<file path="src/rtl/axil_pkg.sv">
// Shared definitions for the AXI4-Lite control register block: response codes,
// register indices and the byte-strobe expansion helper.
package axil_pkg;

    localparam logic [1:0] RESP_OKAY   = 2'b00;
    localparam logic [1:0] RESP_SLVERR = 2'b10;
    localparam logic [1:0] RESP_DECERR = 2'b11;

    localparam int REG_ID     = 0;
    localparam int REG_CYCLES = 1;
    localparam int REG_STATUS = 2;
    localparam int REG_RSVD   = 3;
    localparam int REG_CTRL   = 4;

    // Expand a 4-bit byte strobe into a 32-bit bit mask.
    function automatic logic [31:0] strb_mask(input logic [3:0] strb);
        logic [31:0] mask;
        mask = '0;
        for (int b = 0; b < 4; b++) begin
            mask[8*b +: 8] = {8{strb[b]}};
        end
        return mask;
    endfunction

endpackage

</file>
<file path="src/rtl/axil_ctrl_regs.sv">
// AXI4-Lite slave register file: ID, free-running cycle counter, sticky W1C status
// and scratch/control words, with reg 4 mirrored onto CTRL_OUT.
module axil_ctrl_regs #(
    parameter int          NREGS     = 16,
    parameter logic [31:0] ID_VALUE  = 32'h0C91_0001,
    parameter logic [31:0] ADDR_BASE = 32'h0000_0000
) (
    input  logic        ACLK,
    input  logic        ARESET,
    input  logic [31:0] S_AXI_AWADDR,
    input  logic [2:0]  S_AXI_AWPROT,
    input  logic        S_AXI_AWVALID,
    output logic        S_AXI_AWREADY,
    input  logic [31:0] S_AXI_WDATA,
    input  logic [3:0]  S_AXI_WSTRB,
    input  logic        S_AXI_WVALID,
    output logic        S_AXI_WREADY,
    output logic [1:0]  S_AXI_BRESP,
    output logic        S_AXI_BVALID,
    input  logic        S_AXI_BREADY,
    input  logic [31:0] S_AXI_ARADDR,
    input  logic [2:0]  S_AXI_ARPROT,
    input  logic        S_AXI_ARVALID,
    output logic        S_AXI_ARREADY,
    output logic [31:0] S_AXI_RDATA,
    output logic [1:0]  S_AXI_RRESP,
    output logic        S_AXI_RVALID,
    input  logic        S_AXI_RREADY,
    input  logic [31:0] STATUS_SET,
    output logic [31:0] CTRL_OUT
);
    import axil_pkg::*;

    localparam int IDX_W = $clog2(NREGS);

    function automatic logic in_range(input logic [31:0] addr);
        return addr[31:2+IDX_W] == ADDR_BASE[31:2+IDX_W];
    endfunction

    logic              ready_q;
    logic              aw_held_q, aw_held_d;
    logic [31:0]       aw_addr_q, aw_addr_d;
    logic              w_held_q,  w_held_d;
    logic [31:0]       w_data_q,  w_data_d;
    logic [3:0]        w_strb_q,  w_strb_d;
    logic              bvalid_q,  bvalid_d;
    logic [1:0]        bresp_q,   bresp_d;
    logic              rvalid_q,  rvalid_d;
    logic [1:0]        rresp_q,   rresp_d;
    logic [31:0]       rdata_q,   rdata_d;
    logic [31:0]       cycles_q,  cycles_d;
    logic [31:0]       status_q,  status_d;
    logic [31:0]       ctrl_q,    ctrl_d;
    logic [31:0]       scratch_q [NREGS];
    logic [31:0]       scratch_d [NREGS];

    logic              aw_hs, w_hs, ar_hs, wr_commit;
    logic [IDX_W-1:0]  wr_idx, rd_idx;
    logic [31:0]       wmask, status_clr;
    logic              unused_bits;

    assign S_AXI_AWREADY = ready_q && !ARESET && !aw_held_q && !bvalid_q;
    assign S_AXI_WREADY  = ready_q && !ARESET && !w_held_q && !bvalid_q;
    assign S_AXI_ARREADY = ready_q && !ARESET && !rvalid_q;
    assign S_AXI_BVALID  = bvalid_q;
    assign S_AXI_BRESP   = bresp_q;
    assign S_AXI_RVALID  = rvalid_q;
    assign S_AXI_RRESP   = rresp_q;
    assign S_AXI_RDATA   = rdata_q;
    assign CTRL_OUT      = ctrl_q;

    assign aw_hs     = S_AXI_AWVALID && S_AXI_AWREADY;
    assign w_hs      = S_AXI_WVALID && S_AXI_WREADY;
    assign ar_hs     = S_AXI_ARVALID && S_AXI_ARREADY;
    assign wr_commit = aw_held_q && w_held_q;
    assign wr_idx    = aw_addr_q[2 +: IDX_W];
    assign rd_idx    = S_AXI_ARADDR[2 +: IDX_W];
    assign wmask     = strb_mask(w_strb_q);

    assign unused_bits = ^{S_AXI_AWPROT, S_AXI_ARPROT, aw_addr_q[1:0], S_AXI_ARADDR[1:0]};

    // NOTE: every variable gets its hold value first so no path through this block
    // leaves one unassigned; that is what keeps it purely combinational.
    always_comb begin
        aw_held_d  = aw_held_q;
        aw_addr_d  = aw_addr_q;
        w_held_d   = w_held_q;
        w_data_d   = w_data_q;
        w_strb_d   = w_strb_q;
        bvalid_d   = bvalid_q;
        bresp_d    = bresp_q;
        rvalid_d   = rvalid_q;
        rresp_d    = rresp_q;
        rdata_d    = rdata_q;
        scratch_d  = scratch_q;
        status_clr = '0;
        cycles_d   = cycles_q + 32'd1;
        ctrl_d     = scratch_q[REG_CTRL];

        if (aw_hs) begin
            aw_held_d = 1'b1;
            aw_addr_d = S_AXI_AWADDR;
        end
        if (w_hs) begin
            w_held_d = 1'b1;
            w_data_d = S_AXI_WDATA;
            w_strb_d = S_AXI_WSTRB;
        end
        if (bvalid_q && S_AXI_BREADY) begin
            bvalid_d = 1'b0;
        end

        if (wr_commit) begin
            aw_held_d = 1'b0;
            w_held_d  = 1'b0;
            bvalid_d  = 1'b1;
            if (!in_range(aw_addr_q)) begin
                bresp_d = RESP_DECERR;
            end else begin
                case (int'(wr_idx))
                    REG_ID, REG_CYCLES, REG_RSVD: bresp_d = RESP_SLVERR;
                    REG_STATUS: begin
                        bresp_d    = RESP_OKAY;
                        status_clr = w_data_q & wmask;
                    end
                    default: begin
                        bresp_d           = RESP_OKAY;
                        scratch_d[wr_idx] = (scratch_q[wr_idx] & ~wmask) | (w_data_q & wmask);
                    end
                endcase
            end
        end

        // Set wins over a same-cycle clear of the same bit.
        status_d = (status_q & ~status_clr) | STATUS_SET;

        if (rvalid_q && S_AXI_RREADY) begin
            rvalid_d = 1'b0;
        end
        // Reads sample the current state, so a coincident commit is not yet visible.
        if (ar_hs) begin
            rvalid_d = 1'b1;
            if (!in_range(S_AXI_ARADDR)) begin
                rresp_d = RESP_DECERR;
                rdata_d = '0;
            end else begin
                rresp_d = RESP_OKAY;
                case (int'(rd_idx))
                    REG_ID:     rdata_d = ID_VALUE;
                    REG_CYCLES: rdata_d = cycles_q;
                    REG_STATUS: rdata_d = status_q;
                    REG_RSVD:   rdata_d = '0;
                    default:    rdata_d = scratch_q[rd_idx];
                endcase
            end
        end
    end

    // NOTE: state registers use non-blocking assignments so every flop samples
    // the pre-edge value of the others, independent of statement order.
    always_ff @(posedge ACLK) begin
        if (ARESET) begin
            ready_q   <= 1'b0;
            aw_held_q <= 1'b0;
            aw_addr_q <= '0;
            w_held_q  <= 1'b0;
            w_data_q  <= '0;
            w_strb_q  <= '0;
            bvalid_q  <= 1'b0;
            bresp_q   <= RESP_OKAY;
            rvalid_q  <= 1'b0;
            rresp_q   <= RESP_OKAY;
            rdata_q   <= '0;
            cycles_q  <= '0;
            status_q  <= '0;
            ctrl_q    <= '0;
            // NOTE: the scratch array is cleared word by word because software relies
            // on zeroed control words after reset; this keeps it in flops, not RAM.
            for (int i = 0; i < NREGS; i++) begin
                scratch_q[i] <= '0;
            end
        end else begin
            ready_q   <= 1'b1;
            aw_held_q <= aw_held_d;
            aw_addr_q <= aw_addr_d;
            w_held_q  <= w_held_d;
            w_data_q  <= w_data_d;
            w_strb_q  <= w_strb_d;
            bvalid_q  <= bvalid_d;
            bresp_q   <= bresp_d;
            rvalid_q  <= rvalid_d;
            rresp_q   <= rresp_d;
            rdata_q   <= rdata_d;
            cycles_q  <= cycles_d;
            status_q  <= status_d;
            ctrl_q    <= ctrl_d;
            scratch_q <= scratch_d;
        end
    end

endmodule

</file>
<file path="config.mk">
export PLATFORM = sky130hd
export DESIGN_NAME = axil_ctrl_regs
export DESIGN_NICKNAME = d
export VERILOG_FILES = /design/src/rtl/axil_pkg.sv /design/src/rtl/axil_ctrl_regs.sv
export SDC_FILE = /design/constraint.sdc
export NUM_CORES = 2
export LEC_CHECK = 0
export BUFFER_PORTS_ARGS = -buffer_cell sky130_fd_sc_hd__buf_2
export CAP_MARGIN = 5
export CORE_MARGIN = 3
export CORE_UTILIZATION = 60
export DETAILED_ROUTE_END_ITERATION = 8
export GPL_ROUTABILITY_DRIVEN = 0
export PLACE_DENSITY = 0.76
export SLEW_MARGIN = 20
export SYNTH_ARGS = -nofsm -noshare
export SYNTH_HDL_FRONTEND = slang
export SYNTH_SLANG_ARGS = --single-unit
</file>
<file path="constraint.sdc">
create_clock -name ACLK -period 5.2 [get_ports ACLK]
set_clock_uncertainty 0.15 [all_clocks]
set_input_delay 0.52 -clock ACLK [delete_from_list [all_inputs] [get_ports ACLK]]
set_output_delay 0.52 -clock ACLK [all_outputs]
set_load 0.05 [all_outputs]
</file>
==> impl_metrics.yaml <==
floorplanning:
  ios: 218
  dieArea_sq_um: 58230
  rows: 85
  core_sq_um: 54350
  initial_core_util: 0.6113
  die_h_um: 241.3
  die_w_um: 241.3
cells_and_area:
  area_growth_pct: 11.24
  nFillCells: 3989
  nNetsFinal: 3308
  drive_gt1_frac: 0.2093
yosys:
  yosysTopAreaCell: "dfxtp_1"
  synth_top_family_by_area: "compound AO/OA/AOI/OAI gates"
  synthMuxAreaShare: 0.1693
  syn_nets: 3295
  synth_edf_count: 0
  netlist_top_cells_area: "dfxtp_1, mux4_2, a211oi_1"
  yosys.area_share.simple: 0.09973
  syn_avg_cell_area_sq_um: 10.55
  yosysWarnings: 0
  synthFlopType: "dfxtp_1"
  ys_seq_area_frac: 0.4303
  synth-compound-area-share: 0.2431
  synthArstFlopShare: 0
  synth_cell_types: 58
  synth_top_cell_area_share: 0.4303
  syn_inst: 3149
  synth-xor-area-share: 0.002900
  synth_fa_ha_area_frac: 0.0003766
  syn_area_sq_um: 33220
  ys_ff_latch: 714
worst_hold_path:
  worst_hold_path_type: "input pin to flop"
  hold_end: "aw_addr_q[7]$_SDFFE_PP0P_"
  hp-start: "S_AXI_AWADDR[7]"
  hold_path_depth: 3
worst_setup_path:
  path_delay_family: "simple AND/OR/NAND/NOR gates"
  r2r_cells: 5
  crit_path_end_kind: "flop"
  r2r-start: "aw_addr_q[30]$_SDFFE_PP0P_"
  crit_buf_inv: 1
  r2r_slack_ns: 1.67
  r2r-end: "scratch_q[263]$_SDFFE_PP0P_"
  crit_slowest_cell: "and4_4"
  path_cells: "nor4_4, and4_4, buf_12, a31oi_1, a211oi_1"
  timing.critical_path.slowest_cell_delay_ns: 0.96
  critical_path_class: "flop to flop"
  crit_path_start_kind: "flop"
  cp.required_ns: 5.54
  worst_ep_arrival_time_ns: 3.88
  critPathMaxFanout: 205
power_and_ir_drop:
  power.total_uw: 11770
  power.leakage_uw: 0.01233
  ir_worst_vdd_mv: 0.2636
  p_per_area_nw_per_um2: 318.6
clocking:
  clock-root-buffer: "clkbuf_16"
  cts_tree: "yes"
  cts_resized: 0
  h-tree-depth: 3
  cts_buffers: 73
  cts_setup_buffers: 0
  cts.sinks: 714
  ctsHoldBuffers: 42
  cts_buffer_depth: 3
  clk_pin_slew_ns: 0.06
  clk_latency_ns: 0.62
route:
  drc: 9
  drt-pass1-iter-count: 9
  dr.first_iter.drc_count: 4359
  detail-route-antenna-nets: 0
  wirelength_mm: 104.7
  via_per_inst: 7.194
  num_vias: 28480
  routedWlPerCell_um: 26.44
run_status:
  status: "finished, violations left"
  violations: "design-rule violations"
timing:
  relSlewSlack: 0.2666
  fmax_mhz: 283.0
  finalWorstSetupSlack_ns: 1.666
  slew_viol_final: 0
  tns_ns: 0
  rsz0062_at_grt: "false"
  hold_viol_final: 0
  whs_ns: 0.02573
  setup_violations: 0
  worst-slew-pin-transition_ns: 1.100
  period_needed_ns: 3.534
  timing.final.crit_share: 0.6796
global_route:
  grtUsageTotal: 0.3497
  overflow: 0
  grt_max_degree: 206
  grt_antenna_before_repair: 5
  grt_pass1_wl_mm: 158.9
  grt_pass1_vias: 27690
place:
  port_buffers: 207
  dpl.hpwl_mm: 60.75
  post-place-ws_ns: 1.824
run:
  maxCapViolations: 0
worst register-to-register path, delay by kind of cell, from the launching register on:
kind	cells	cell delay [ns]
AND/OR/NAND/NOR	2	1.37
AO/OA/AOI/OAI	2	0.98
buffers and inverters	1	0.61
flip-flops	1	0.33
cells by family after synthesis:
kind of cell,count (synthesis)
AOI/OAI and AO/OA,1116
DFF,714
xor gates and xnor gates,11
adders and majority gates,1
muxes,322
and+or+nand+nor,603
buffers and inverters,382
sequential cells by signal, summed over array words and instances (netlist names), 30 cells and up:
register	flops
w_data_q	32
scratch_q	480
cycles_q	32
S_AXI_RDATA	32
ctrl_d	32
aw_addr_q	30
status_q	32
CTRL_OUT	32
per-stage QoR:
step / cells / area (sq um) / util
after floorplan: 3149 / 33220 / -
after global routing: 3959 / 36960 / 0.6800
final: 3959 / 36960 / 0.6800
after global placement: 3784 / 34090 / 0.6273
after CTS: 3955 / 36940 / 0.6797
after detailed placement: 3784 / 34090 / 0.6273
worst max-delay path by stage:
| stage | endpoint | slack, ns | start | cells past startpoint |
|---|---|---|---|---|
| finish | scratch_q[263]$_SDFFE_PP0P_ | 1.67 | aw_addr_q[30]$_SDFFE_PP0P_ | 5 |
| global route | scratch_q[263]$_SDFFE_PP0P_ | 1.64 | aw_addr_q[6]$_SDFFE_PP0P_ | 5 |
| CTS | scratch_q[263]$_SDFFE_PP0P_ | 1.93 | aw_addr_q[30]$_SDFFE_PP0P_ | 5 |
| detailed placement | S_AXI_RDATA[24]$_SDFFE_PP0P_ | 1.82 | S_AXI_ARADDR[5] | 6 |
| global placement | S_AXI_RDATA[24]$_SDFFE_PP0P_ | 1.82 | S_AXI_ARADDR[5] | 6 |
| floorplan | w_data_q[22]$_SDFFE_PP0P_ | 1.50 | ARESET | 6 |
synthesized netlist by cell type (all sizes together) (2+ instances only):
cell type,count
a211oi,409
a21boi,37
a21oi,96
a222oi,26
a22o,26
a22oi,31
a311oi,9
a31oi,384
a32oi,31
and2,4
and3,7
and4,6
and4bb,2
buf,198
clkbuf,171
dfxtp,714
inv,13
mux2,34
mux2i,104
mux4,184
nand2,186
nand2b,45
nand3,10
nand4,14
nor2,106
nor2b,167
nor4,20
nor4b,4
o21ai,40
o221ai,6
o31ai,12
o41ai,6
or2,9
or3,8
or4,12
xnor2,2
xor2,9
area by class of cell:
class | count | area, sq um | share of cell area
Timing Repair Buffer | 307 | 2023 | 0.05475
Clock buffer | 100 | 2102 | 0.05688
Tap cell | 739 | 924.6 | 0.02502
Clock inverter | 29 | 325.3 | 0.008803
Multi-Input combinational cell | 2053 | 17220 | 0.4659
Sequential cell | 714 | 14310 | 0.3871
Antenna cell | 4 | 10.01 | 0.0002709
Inverter | 13 | 48.80 | 0.001320
metal layers:
layer	global-route usage	share of wire	wire length, um
met5	0	0.00026	27
met4	0.1794	0.048	5052
met3	0.08356	0.12	12050
met2	0.5445	0.46	47710
met1	0.4580	0.38	39820
placed cells by master, fill, tap and decap left out, types with 31 or more instances in the layout:
master / instances
dfxtp_1: 711
a211oi_1: 409
a31oi_1: 384
buf_2: 204
nand2_1: 186
mux4_2: 169
nor2b_1: 164
mux2i_1: 104
a21oi_1: 96
nor2_1: 91
clkbuf_16: 76
buf_4: 50
nand2b_1: 44
dlygate4sd3_1: 42
o21ai_0: 40
mux2_2: 34
a21boi_4: 31
a22oi_1: 31
a32oi_1: 31
power by group:
part           switching, uW  internal [uW]
sequential              45.4           5510
combinational            621            235
clock                   2230           3140
total                   2900           8880
No activity file was read; power rests on OpenSTA's default activity.
